===== src/rtl/ysyx_22041461_idu.sv =====
// Registered RV instruction-decode stage between IFU and EXU with valid/ready on both sides.
// Traps (ebreak, illegal) are reported as flags and park the stage in a sticky HALT state.
module ysyx_22041461_idu #(
    parameter int XLEN  = 64,
    parameter int PC_W  = 64,
    parameter int CNT_W = 32
) (
    input  logic             clk,
    input  logic             rst_n,
    input  logic             in_valid,
    output logic             in_ready,
    input  logic [31:0]      in_inst,
    input  logic [PC_W-1:0]  in_pc,
    input  logic             flush,
    output logic             out_valid,
    input  logic             out_ready,
    output logic [PC_W-1:0]  out_pc,
    output logic [4:0]       rs1,
    output logic [4:0]       rs2,
    output logic [4:0]       rd,
    output logic [XLEN-1:0]  imm,
    output logic [2:0]       ctrl_alu,
    output logic [2:0]       sel_alu,
    output logic [2:0]       sel_regs,
    output logic [1:0]       sel_pc,
    output logic [1:0]       ctrl_mem,
    output logic [2:0]       sel_mem_addr,
    output logic [2:0]       sel_mem_data,
    output logic             out_ebreak,
    output logic             out_illegal,
    output logic             halted,
    output logic [CNT_W-1:0] dec_count
);

    typedef enum logic {
        ST_RUN  = 1'b0,
        ST_HALT = 1'b1
    } state_t;

    state_t state_r, next_state_s;

    logic [6:0]      opcode_s;
    logic [2:0]      funct3_s;
    logic [31:0]     imm_i32_s, imm_s32_s, imm_u32_s, imm_j32_s;
    logic [XLEN-1:0] dec_imm_s;
    logic [2:0]      dec_alu_s, dec_sel_alu_s, dec_sel_regs_s, dec_mem_addr_s, dec_mem_data_s;
    logic [1:0]      dec_sel_pc_s, dec_mem_s;
    logic            dec_ebreak_s, dec_illegal_s;
    logic            accept_s, out_hs_s;

    logic             out_valid_r;
    logic [PC_W-1:0]  out_pc_r;
    logic [4:0]       rs1_r, rs2_r, rd_r;
    logic [XLEN-1:0]  imm_r;
    logic [2:0]       ctrl_alu_r, sel_alu_r, sel_regs_r, sel_mem_addr_r, sel_mem_data_r;
    logic [1:0]       sel_pc_r, ctrl_mem_r;
    logic             ebreak_r, illegal_r;
    logic [CNT_W-1:0] count_r;

    assign opcode_s  = in_inst[6:0];
    assign funct3_s  = in_inst[14:12];
    assign imm_i32_s = {{20{in_inst[31]}}, in_inst[31:20]};
    assign imm_s32_s = {{20{in_inst[31]}}, in_inst[31:25], in_inst[11:7]};
    assign imm_u32_s = {in_inst[31:12], 12'b0};
    assign imm_j32_s = {{12{in_inst[31]}}, in_inst[19:12], in_inst[20], in_inst[30:21], 1'b0};

    assign in_ready = (state_r == ST_RUN) && (!out_valid_r || out_ready);
    assign accept_s = in_valid && in_ready && !flush;
    assign out_hs_s = out_valid_r && out_ready;

    // Instruction decode; anything not matched is illegal with all control fields cleared
    always_comb begin
        dec_imm_s      = '0;
        dec_alu_s      = 3'b000;
        dec_sel_alu_s  = 3'b000;
        dec_sel_regs_s = 3'b000;
        dec_sel_pc_s   = 2'b00;
        dec_mem_s      = 2'b00;
        dec_mem_addr_s = 3'b000;
        dec_mem_data_s = 3'b000;
        dec_ebreak_s   = 1'b0;
        dec_illegal_s  = 1'b0;
        case (opcode_s)
            7'b0010011: begin
                if (funct3_s == 3'b000) begin
                    dec_imm_s      = XLEN'($signed(imm_i32_s));
                    dec_alu_s      = 3'b001;
                    dec_sel_alu_s  = 3'b001;
                    dec_sel_regs_s = 3'b001;
                end else if ((funct3_s == 3'b001) && (in_inst[31:26] == 6'b000000) &&
                             ((XLEN == 64) || !in_inst[25])) begin
                    dec_imm_s      = XLEN'($signed(imm_i32_s));
                    dec_alu_s      = 3'b011;
                    dec_sel_alu_s  = 3'b001;
                    dec_sel_regs_s = 3'b001;
                end else begin
                    dec_illegal_s = 1'b1;
                end
            end
            7'b1100111: begin
                if (funct3_s == 3'b000) begin
                    dec_imm_s      = XLEN'($signed(imm_i32_s));
                    dec_alu_s      = 3'b010;
                    dec_sel_alu_s  = 3'b001;
                    dec_sel_regs_s = 3'b011;
                    dec_sel_pc_s   = 2'b01;
                end else begin
                    dec_illegal_s = 1'b1;
                end
            end
            7'b0100011: begin
                // sd only exists on a 64-bit datapath
                if ((funct3_s == 3'b011) && (XLEN == 64)) begin
                    dec_imm_s      = XLEN'($signed(imm_s32_s));
                    dec_alu_s      = 3'b001;
                    dec_sel_alu_s  = 3'b001;
                    dec_mem_s      = 2'b10;
                    dec_mem_data_s = 3'b010;
                end else begin
                    dec_illegal_s = 1'b1;
                end
            end
            7'b0010111: begin
                dec_imm_s      = XLEN'($signed(imm_u32_s));
                dec_alu_s      = 3'b001;
                dec_sel_alu_s  = 3'b100;
                dec_sel_regs_s = 3'b001;
            end
            7'b0110111: begin
                dec_imm_s      = XLEN'($signed(imm_u32_s));
                dec_sel_regs_s = 3'b100;
            end
            7'b1101111: begin
                dec_imm_s      = XLEN'($signed(imm_j32_s));
                dec_alu_s      = 3'b001;
                dec_sel_alu_s  = 3'b100;
                dec_sel_regs_s = 3'b011;
                dec_sel_pc_s   = 2'b01;
            end
            7'b1110011: begin
                if (in_inst == 32'h0010_0073) begin
                    dec_ebreak_s = 1'b1;
                end else begin
                    dec_illegal_s = 1'b1;
                end
            end
            default: begin
                dec_illegal_s = 1'b1;
            end
        endcase
    end

    // HALT is entered on accepting a trap bundle and only reset leaves it
    always_comb begin
        next_state_s = state_r;
        case (state_r)
            ST_RUN: begin
                if (accept_s && (dec_ebreak_s || dec_illegal_s)) begin
                    next_state_s = ST_HALT;
                end else begin
                    next_state_s = ST_RUN;
                end
            end
            ST_HALT: next_state_s = ST_HALT;
            default: next_state_s = ST_HALT;
        endcase
    end

    // State register
    always_ff @(posedge clk or negedge rst_n) begin
        if (!rst_n) begin
            state_r <= ST_RUN;
        end else begin
            state_r <= next_state_s;
        end
    end

    // Output valid and retired-bundle counter; flush wins over both accept and retire
    always_ff @(posedge clk or negedge rst_n) begin
        if (!rst_n) begin
            out_valid_r <= 1'b0;
            count_r     <= '0;
        end else if (flush) begin
            out_valid_r <= 1'b0;
        end else begin
            if (accept_s) begin
                out_valid_r <= 1'b1;
            end else if (out_hs_s) begin
                out_valid_r <= 1'b0;
            end
            if (out_hs_s) begin
                count_r <= count_r + CNT_W'(1);
            end
        end
    end

    // Bundle registers load only on accept, so a stalled bundle stays stable
    always_ff @(posedge clk or negedge rst_n) begin
        if (!rst_n) begin
            out_pc_r       <= '0;
            rs1_r          <= 5'd0;
            rs2_r          <= 5'd0;
            rd_r           <= 5'd0;
            imm_r          <= '0;
            ctrl_alu_r     <= 3'b000;
            sel_alu_r      <= 3'b000;
            sel_regs_r     <= 3'b000;
            sel_pc_r       <= 2'b00;
            ctrl_mem_r     <= 2'b00;
            sel_mem_addr_r <= 3'b000;
            sel_mem_data_r <= 3'b000;
            ebreak_r       <= 1'b0;
            illegal_r      <= 1'b0;
        end else if (accept_s) begin
            out_pc_r       <= in_pc;
            rs1_r          <= in_inst[19:15];
            rs2_r          <= in_inst[24:20];
            rd_r           <= in_inst[11:7];
            imm_r          <= dec_imm_s;
            ctrl_alu_r     <= dec_alu_s;
            sel_alu_r      <= dec_sel_alu_s;
            sel_regs_r     <= dec_sel_regs_s;
            sel_pc_r       <= dec_sel_pc_s;
            ctrl_mem_r     <= dec_mem_s;
            sel_mem_addr_r <= dec_mem_addr_s;
            sel_mem_data_r <= dec_mem_data_s;
            ebreak_r       <= dec_ebreak_s;
            illegal_r      <= dec_illegal_s;
        end
    end

    assign out_valid    = out_valid_r;
    assign out_pc       = out_pc_r;
    assign rs1          = rs1_r;
    assign rs2          = rs2_r;
    assign rd           = rd_r;
    assign imm          = imm_r;
    assign ctrl_alu     = ctrl_alu_r;
    assign sel_alu      = sel_alu_r;
    assign sel_regs     = sel_regs_r;
    assign sel_pc       = sel_pc_r;
    assign ctrl_mem     = ctrl_mem_r;
    assign sel_mem_addr = sel_mem_addr_r;
    assign sel_mem_data = sel_mem_data_r;
    assign out_ebreak   = ebreak_r;
    assign out_illegal  = illegal_r;
    assign halted       = (state_r == ST_HALT);
    assign dec_count    = count_r;

endmodule


===== config.mk =====
export PLATFORM = sky130hd
export DESIGN_NAME = ysyx_22041461_idu
export DESIGN_NICKNAME = d
export VERILOG_FILES = /design/src/rtl/ysyx_22041461_idu.sv
export SDC_FILE = /design/constraint.sdc
export NUM_CORES = 1
export LEC_CHECK = 0
export ABC_AREA = 0
export CORE_ASPECT_RATIO = 0.5
export CORE_MARGIN = 2
export CORE_UTILIZATION = 43
export DETAILED_ROUTE_END_ITERATION = 10
export PLACE_DENSITY = 0.8
export SLEW_MARGIN = 20
export SYNTH_ARGS = -nofsm -noshare
export SYNTH_HDL_FRONTEND = slang
export SYNTH_SLANG_ARGS = --single-unit

===== constraint.sdc =====
create_clock -name clk -period 2.45 [get_ports clk]
set_input_delay 0.3675 -clock clk [delete_from_list [all_inputs] [get_ports clk]]
set_output_delay 0.3675 -clock clk [all_outputs]
set_load 0.1 [all_outputs]

==> results.json <==
{
  "combPwrFrac_pct": 57.0,
  "grt_util_all_layers_pct": 24.96,
  "final_max_slew_viol_count": 0,
  "clock_latency_ns": 0.42,
  "worst_pin_slew_ns": 1.094,
  "num_rows": 33,
  "io_pins": 300,
  "min_path_type": "reg2reg",
  "drtIter0Drc": 309,
  "p_int_w": 0.006353,
  "fin_setup_tns_ns": 0,
  "cp-startpoint": "in_inst[4]",
  "finalHoldViolations": 0,
  "total_power_w": 0.01485,
  "synth_top_cells_by_count": "278 x nand2_1, 156 x dfrtp_1, 42 x buf_4, 31 x nor2_1, 28 x xnor2_1",
  "hold_ws_ns": 0.4649,
  "end_kind": "flop",
  "start_util_pct": 44.14,
  "setup_viol": 0,
  "switching_share_pct": 57.21,
  "dieArea_mm2": 0.01799,
  "wire_per_inst_um": 17.45,
  "portBuffers": 290,
  "grt_pass1_vias": 6667,
  "synth_most_common_cell": "nand2_1",
  "synth_warnings": 0,
  "cts_buffers": 17,
  "power.switching_w": 0.008493,
  "rsz0062_at_grt": "false",
  "max_cap_viol_count": 0,
  "clkSinkCount": 156,
  "start_kind": "input pin",
  "die_w_um": 187.7,
  "timing.fmax_ghz": 0.4601,
  "grt_pass1_wl_um": 35310,
  "n_antenna_cell": 0,
  "r2r_end": "imm[30]",
  "synth.distinct_cells": 61,
  "synth_edf_count": 0,
  "grt_max_degree": 61,
  "r2r_cells": 4,
  "min_period_over_period_pct": 88.71,
  "critPathKind": "in2reg",
  "synth_cells": 776,
  "synthArstFlopShare_pct": 100.0,
  "placed_cell_area_mm2": 0.01035,
  "final_antenna_net_count": 0,
  "skew_ns": 0.004898,
  "crit_fanout": 11,
  "htreeDepth": 4,
  "cts.clk_slew.worst_paths_ns": 0.06,
  "ctsRootBufferMaster": "clkbuf_16",
  "reg2reg_from": "out_valid",
  "synth_top_area_cell": "dfrtp_1",
  "critPathSlowestCell": "nor3_2",
  "fp.dieH_um": 95.85,
  "viasPerCell": 5.122,
  "finalCriticalPeriod_ns": 2.173,
  "yosysTopAreaCellShare_pct": 53.81,
  "slowest_delay_ns": 0.86,
  "crit_end": "imm[30]",
  "rrSetupSlack_ns": 0.32,
  "timing.hold.worst.start": "dec_count[31]",
  "clockBufferDepth": 2,
  "clkPwrFrac_pct": 17.4,
  "avgSynthCellArea_um2": 9.349,
  "crit_required_ns": 2.70,
  "first_pass_iters": 5,
  "power_density_mw_per_mm2": 1357,
  "grt_overflow": 0,
  "route.vias.total": 6638,
  "layout-drive-gt1-share_pct": 27.78,
  "cts-resized-gates": 0,
  "status": "finished, final reports clean",
  "post-cts-setup-buffer-count": 0,
  "setup_ws_ns": 0.2766,
  "maxSlewHeadroom_pct": 26.69,
  "fillers": 1291,
  "globalplace.congestion": 0.9129,
  "hpwl_um": 16770,
  "drcViolationCount": 0,
  "synth_flop_cell": "dfrtp_1",
  "peakVddDrop_uv": 1418,
  "antenna_found_initial": 0,
  "dp_slack_ns": -0.1250,
  "cts_tree": "done",
  "worstPathArrival_ns": 2.42,
  "core_mm2": 0.01643,
  "seqPwrFrac_pct": 25.6,
  "nNetsFinal": 1158,
  "drt_wl_total_um": 22610,
  "fin_area_mm2": 0.01094,
  "synth_seq_area_share_pct": 53.81,
  "cp_cell_sequence": "clkdlybuf4s50_1, xnor2_1, nor3_1, buf_4, nor3_2, a211oi_2",
  "power.leakage_nw": 5.242,
  "netlist_area_mm2": 0.007254,
  "ys_ff_latch": 156,
  "synth_area_leaders": "dfrtp_1 54%, nand2_1 14%, buf_4 4.3%",
  "area_growth_pct": 50.78
}
==> sequential cells by signal, summed over array words and instances (netlist names) <==
name,count
out_pc,64
dec_count,32
imm,32
rd,5
rs1,5
rs2,5
sel_regs,3
ctrl_alu,2
sel_alu,2
ctrl_mem,1
halted,1
out_ebreak,1
out_illegal,1
out_valid,1
sel_pc,1
==> how the worst min path moves through the flow <==
stage | slack (ns) | endpoint | depth (start not counted)
2_1_floorplan | 0.07 | ctrl_alu[0] | 0
4_1_cts | 0.45 | out_pc[22] | 3
3_3_place_gp | 0.37 | rs1[1] | 1
6_report | 0.46 | dec_count[31] | 1
3_5_place_dp | 0.38 | rs1[0] | 1
5_1_grt | 0.46 | out_pc[36] | 3
==> critical path, delay by kind of cell <==
family                    cells  cell delay, ns
buffers and inverters         2            0.72
AOI/OAI and AO/OA             1            0.09
and+or+nand+nor               2            0.95
xor gates and xnor gates      1            0.28
==> power groups by stage <==
| stage | Combinational, W | Sequential [W] | Clock, W |
|---|---|---|---|
| finish | 0.00846 | 0.00380 | 0.00259 |
| floorplan | 0.00100 | 0.00927 | 0 |
| CTS | 0.00849 | 0.00380 | 0.00263 |
| global placement | 0.00840 | 0.00378 | 0 |
| global route | 0.00872 | 0.00389 | 0.00275 |
| detailed placement | 0.00848 | 0.00382 | 0 |
==> logic make-up after synthesis <==
kind of cell | after synthesis | synth area share (%)
xor+xnor | 32 | 3.863
mux | 2 | 0.2932
compound gates | 80 | 8.917
flops | 156 | 53.81
other cells | 1 | 0.05169
fa+ha+maj | 1 | 0.1724
buf+inv | 95 | 7.468
simple gates | 409 | 25.42
==> repair_timing <==
action	CTS	global route
endpoints found under the setup margin	0	0
hold buffers	1	0
hold endpoints to repair	50	0
==> layout by cell type (no fill, tap or decap), drive strengths merged, types with 3 or more instances in the layout <==
cell             n
a211oi          25
a22oi            6
a32oi            5
and2             3
and3             6
and4             5
buf            235
clkbuf          18
clkdlybuf4s50   99
clkinv           3
clkinvlp         4
conb             9
dfrtp          156
inv             19
nand2          278
nand2b           3
nand3           14
nand3b           4
nand4           20
nand4b           4
nor2            31
nor3            14
nor4            10
o21ai           19
o221ai           8
or2              3
or3              4
xnor2           28
xor2             4
==> routing by layer <==
| layer | vias to the layer above | part of all wire, % | global-route usage [%] |
|---|---|---|---|
| met2 | 214 | 51 | 43.86 |
| met4 | 0 | 2.0 | 8.596 |
| met1 | 3279 | 42 | 31.63 |
| met5 | - | 0 | 0 |
| li1 | 3106 | - | - |
| met3 | 39 | 5.2 | 4.630 |
==> per-stage QoR <==
| step | instances | util [%] |
|---|---|---|
| floorplan | 784 | - |
| global placement | 1263 | 63.01 |
| detailed placement | 1263 | 63.01 |
| CTS | 1296 | 66.56 |
| global route | 1296 | 66.56 |
| finish | 1296 | 66.56 |
==> layout make-up <==
class                           instances  area (µm²)  area share (%)
Clock buffer                           18       439.2           4.015
Clock inverter                         14       133.9           1.224
Inverter                               13       48.80          0.4461
Multi-Input combinational cell        533        2856           26.12
Sequential cell                       156        3906           35.71
Tap cell                              227       284.0           2.597
Timing Repair Buffer                  335        3269           29.89
(Power assumes the default switching activity.)
